### src/rtl/decoder_pipe.sv
// Registered W-to-2**W line decoder with one-hot, thermometer and line-sweep modes.
// MASK bits are forced low on every result; a reserved mode sets a sticky error.
module decoder_pipe #(
  parameter int W = 5,
  parameter logic [(1<<W)-1:0] MASK = {{((1<<W)-1){1'b0}}, 1'b1}
) (
  input  logic               clk,
  input  logic               rst_n,
  input  logic               in_valid,
  output logic               in_ready,
  input  logic [W-1:0]       in,
  input  logic [1:0]         mode,
  output logic               out_valid,
  output logic [(1<<W)-1:0]  out,
  output logic               busy,
  output logic               done,
  output logic               err
);

  localparam int N = 1 << W;
  localparam logic [W-1:0] CNT_LAST = '1;

  typedef enum logic {IDLE, SWEEP} state_t;

  state_t         state, state_nx;
  logic [W-1:0]   cnt_p1, cnt_nx, cnt_inc;
  logic [N-1:0]   out_p1, out_nx;
  logic           vld_p1, vld_nx;
  logic           done_p1, done_nx;
  logic           err_p1, err_nx;
  logic           accept;

  function automatic logic [N-1:0] onehot(input logic [W-1:0] idx);
    logic [N-1:0] r;
    r = '0;
    r[idx] = 1'b1;
    return r & ~MASK;
  endfunction

  function automatic logic [N-1:0] thermo(input logic [W-1:0] idx);
    logic [N-1:0] r;
    for (int i = 0; i < N; i++) r[i] = (i <= int'(idx));
    return r & ~MASK;
  endfunction

  assign in_ready = (state == IDLE);
  assign busy     = (state == SWEEP);
  assign accept   = in_valid & in_ready;
  assign cnt_inc  = cnt_p1 + 1'b1;

  always_comb begin
    state_nx = state;
    cnt_nx   = cnt_p1;
    out_nx   = '0;
    vld_nx   = 1'b0;
    done_nx  = 1'b0;
    err_nx   = err_p1;
    case (state)
      IDLE: begin
        if (accept) begin
          vld_nx = 1'b1;
          case (mode)
            2'b00: out_nx = onehot(in);
            2'b01: out_nx = thermo(in);
            2'b10: begin
              state_nx = SWEEP;
              cnt_nx   = '0;
              out_nx   = onehot('0);
            end
            default: err_nx = 1'b1;
          endcase
        end
      end
      SWEEP: begin
        // New requests are dropped here; in_ready is low so accept never fires.
        if (cnt_p1 != CNT_LAST) begin
          cnt_nx  = cnt_inc;
          out_nx  = onehot(cnt_inc);
          vld_nx  = 1'b1;
          done_nx = (cnt_inc == CNT_LAST);
        end else begin
          state_nx = IDLE;
          cnt_nx   = '0;
        end
      end
      default: state_nx = IDLE;
    endcase
  end

  // Stage p1: registered result and control
  always_ff @(posedge clk or negedge rst_n) begin
    if (!rst_n) begin
      state   <= IDLE;
      cnt_p1  <= '0;
      out_p1  <= '0;
      vld_p1  <= 1'b0;
      done_p1 <= 1'b0;
      err_p1  <= 1'b0;
    end else begin
      state   <= state_nx;
      cnt_p1  <= cnt_nx;
      out_p1  <= out_nx;
      vld_p1  <= vld_nx;
      done_p1 <= done_nx;
      err_p1  <= err_nx;
    end
  end

  assign out       = out_p1;
  assign out_valid = vld_p1;
  assign done      = done_p1;
  assign err       = err_p1;

endmodule

### config.mk
export PLATFORM = sky130hd
export DESIGN_NAME = decoder_pipe
export DESIGN_NICKNAME = d
export VERILOG_FILES = /design/src/rtl/decoder_pipe.sv
export SDC_FILE = /design/constraint.sdc
export NUM_CORES = 1
export LEC_CHECK = 0
export ABC_AREA = 0
export ABC_CLOCK_PERIOD_IN_PS = 3450
export CAP_MARGIN = 10
export CORE_UTILIZATION = 55
export CTS_CLUSTER_SIZE = 30
export DETAILED_ROUTE_END_ITERATION = 10
export GPL_TIMING_DRIVEN = 0
export PLACE_DENSITY_LB_ADDON = 0.2
export SETUP_SLACK_MARGIN = 0.05
export SLEW_MARGIN = 30
export SYNTH_ARGS = -nofsm -noshare
export SYNTH_HDL_FRONTEND = slang
export SYNTH_SLANG_ARGS = --single-unit
### constraint.sdc
create_clock -name clk -period 3.45 [get_ports clk]
set_clock_uncertainty 0.15 [all_clocks]
set_input_delay 0.8625 -clock clk [delete_from_list [all_inputs] [get_ports clk]]
set_output_delay 0.8625 -clock clk [all_outputs]
set_load 0.005 [all_outputs]
==> flow_metrics.py <==
metrics = {
    "critical_path": {
        "end_kind": "register",
        "rr_worst_depth": 7,
        "criticalPathCategory": "register to register",
        "cp_data_required_time_ns": 3.50,
        "cp.arrival_ns": 2.88,
        "startpoint_type": "register",
        "crit_fanout": 10,
    },
    "power_and_ir_drop": {
        "p_int_mw": 1.03,
        "clockPowerShare_pct": 16.9,
        "power_frac_seq_pct": 36.7,
        "pwr-share-comb_pct": 46.4,
        "power_switching_share_pct": 39.2,
        "ir_drop_mv": 0.365,
        "power.switching_uw": 662,
        "p_per_area_nw_per_um2": 592,
        "power_mw": 1.69,
        "p_leak_nw": 1.18,
    },
    "layout": {
        "area_delta_synth_final_pct": 25.6,
        "stdcell_count": 338,
        "final_net_count": 306,
        "drive_gt1_share_pct": 13.4,
        "nFillCells": 297,
        "final_area_um2": 2850,
        "seq_area_um2": 1000,
        "multi_input_area_um2": 1120,
        "diodes": 0,
    },
    "timing": {
        "hold_slack_ns": 0.331,
        "min_period_ns": 2.82,
        "worst_pin_slew_ns": 0.819,
        "final_max_slew_viol_count": 0,
        "fin_tns_setup_ns": 0,
        "setup_violations": 0,
        "fin_crit_sh_pct": 81.9,
        "rsz0062_at_grt": "no",
        "hold_viol": 0,
        "slew_headroom_pct": 45.0,
        "timing.fmax_mhz": 354,
    },
    "floorplanning": {
        "start_util_pct": 59.7,
        "die_area_um2": 4390,
        "rows": 22,
        "coreArea_um2": 3800,
        "ioPinCount": 47,
        "die_x_um": 66.2,
        "die_y_um": 66.2,
    },
    "routing": {
        "wirelength_um": 6090,
        "dr_wl_met3_um": 733,
        "via_per_inst": 6.32,
        "post_drt_wl_per_cell_um": 18.0,
        "drt-initial-drc-count": 211,
        "ant_nets": 0,
        "via_count": 2135,
        "wl_met1_um": 2580,
        "drtPass1Iterations": 7,
        "drc_errors": 0,
        "top_layer_used": "met4",
        "wl_met2_um": 2610,
    },
    "job": {
        "drv_cap": 0,
    },
    "yosys": {
        "synth_commonest_cells": "40 x dfrtp_1, 25 x o22ai_1, 20 x nor2_1",
        "synth_edf_count": 0,
        "yosys_most_used_dff": "dfrtp_1",
        "ys_types": 55,
        "ys_seq_elements": 40,
        "async_flop_share_pct": 100,
        "syn_inst": 240,
        "yosys.cell_count.top_type": "dfrtp_1",
        "synth.area.top_cells": "dfrtp_1 44%, o22ai_1 6.9%, o21ai_0 3.5%, ha_1 3.3%, nor2_1 3.3%",
        "yosysTopAreaCell": "dfrtp_1",
        "synthesis.nets": 256,
        "synth-seq-area-share_pct": 44.1,
        "yosysWarnings": 0,
        "syn_area_per_cell_um2": 9.45,
        "syn_area_um2": 2270,
        "synth_top_area_share_pct": 44.1,
    },
    "cts": {
        "root_buffer": "clkbuf_8",
        "clock_path_buffers": 2,
        "cts_sinks": 40,
        "htree_levels": 2,
        "cts_tree": "done",
        "clk_latency_ns": 0.29,
        "numCtsBuffers": 5,
        "post_cts_buffers": 0,
        "cts_resized": 0,
        "clk_pin_slew_ns": 0.07,
        "ctsHoldBuffers": 0,
    },
    "global_routing": {
        "grt_overflow_total": 0,
        "grt_pass1_wl_um": 9670,
        "grt_max_degree": 25,
        "grt_pass1_vias": 1871,
        "antenna_found_initial": 0,
        "grtUsageTotal_pct": 30.2,
    },
    "placement": {
        "gp_congestion": 0.967,
        "dp_cells": 331,
        "place_area_um2": 2770,
        "place_hpwl_um": 4400,
        "io_buffers": 42,
    },
    "hold_path": {
        "hold_path.class": "register to register",
        "min_path_cells": 1,
    },
    "status": {
        "outcome": "completed",
    },
}
-- critical path, stage by stage, from the launching register on --
cell and delay [ns]:
dfrtp_1 0.49, ha_1 0.26, buf_2 0.18, and3_1 0.20, ha_1 0.37, clkbuf_1 0.45
o21ai_0 0.35, o22ai_1 0.28
-- per-stage QoR --
step	utilization (%)	setup WS [ns]
after CTS	75.0	0.744
after global routing	75.0	0.582
after detailed placement	73.0	0.665
after global placement	72.4	0.528
after floorplan	-	1.21
final	75.0	0.626
-- flip-flops by register name, summed over array words and instances (netlist names) --
signal     flops
err            1
cnt_p1         5
out_valid      1
busy           1
out           31
done           1
-- area by class of cell --
type	instances	area share (%)
Sequential cell	40	35.1
Clock inverter	1	0.176
Timing Repair Buffer	43	15.5
Buffer	21	4.22
Clock buffer	6	2.55
Inverter	8	1.05
Tap cell	48	2.11
Multi-Input combinational cell	171	39.2
-- worst paths after layout --
path | from | to | slack [ns]
max | cnt_p1[0] | out[17] | 0.63
min | err | err | 0.33
max reg2reg | cnt_p1[0] | out[17] | 0.63
min reg2reg | err | err | 0.33
max in group asynchronous | rst_n | out[26] | 2.35
min in group asynchronous | rst_n | out[15] | 0.34
-- metal layers --
layer	vias to the layer above	track usage (%)
met2	163	43.6
met1	975	45.3
met5	-	0
met3	21	6.38
met4	0	9.04
li1	976	-
-- power groups by stage --
stage / Sequential, mW / Clock (mW) / Combinational [mW]
global placement: 0.622 / 0 / 0.741
finish: 0.619 / 0.285 / 0.783
detailed placement: 0.626 / 0 / 0.757
floorplan: 0.625 / 0 / 0.457
CTS: 0.618 / 0.286 / 0.761
global route: 0.627 / 0.309 / 0.838
-- logic make-up (layout without fill, tap and decap cells) --
group	after synthesis	after routing	synth area share (%)
mux	2	2	0.938
fa+ha+maj	6	6	3.31
compound gates	83	83	25.6
simple gates	78	78	18.8
other cells	1	1	0.165
buf+inv	29	79	6.62
xor+xnor	1	1	0.386
flops	40	40	44.1
-- cell usage in the layout, fill, tap and decap left out, drive strengths merged, types with 4 or more instances in the layout --
master          n
buf            18
or2             6
nand2          17
clkdlybuf4s50  41
ha              6
nor3            7
a22oi           4
o21ai          16
clkbuf         11
nand2b          5
nor2           20
o32ai           4
o22ai          25
dfrtp          40
a21oi          13
inv             8
nand3           7
No activity file was read; power rests on OpenSTA's default activity.
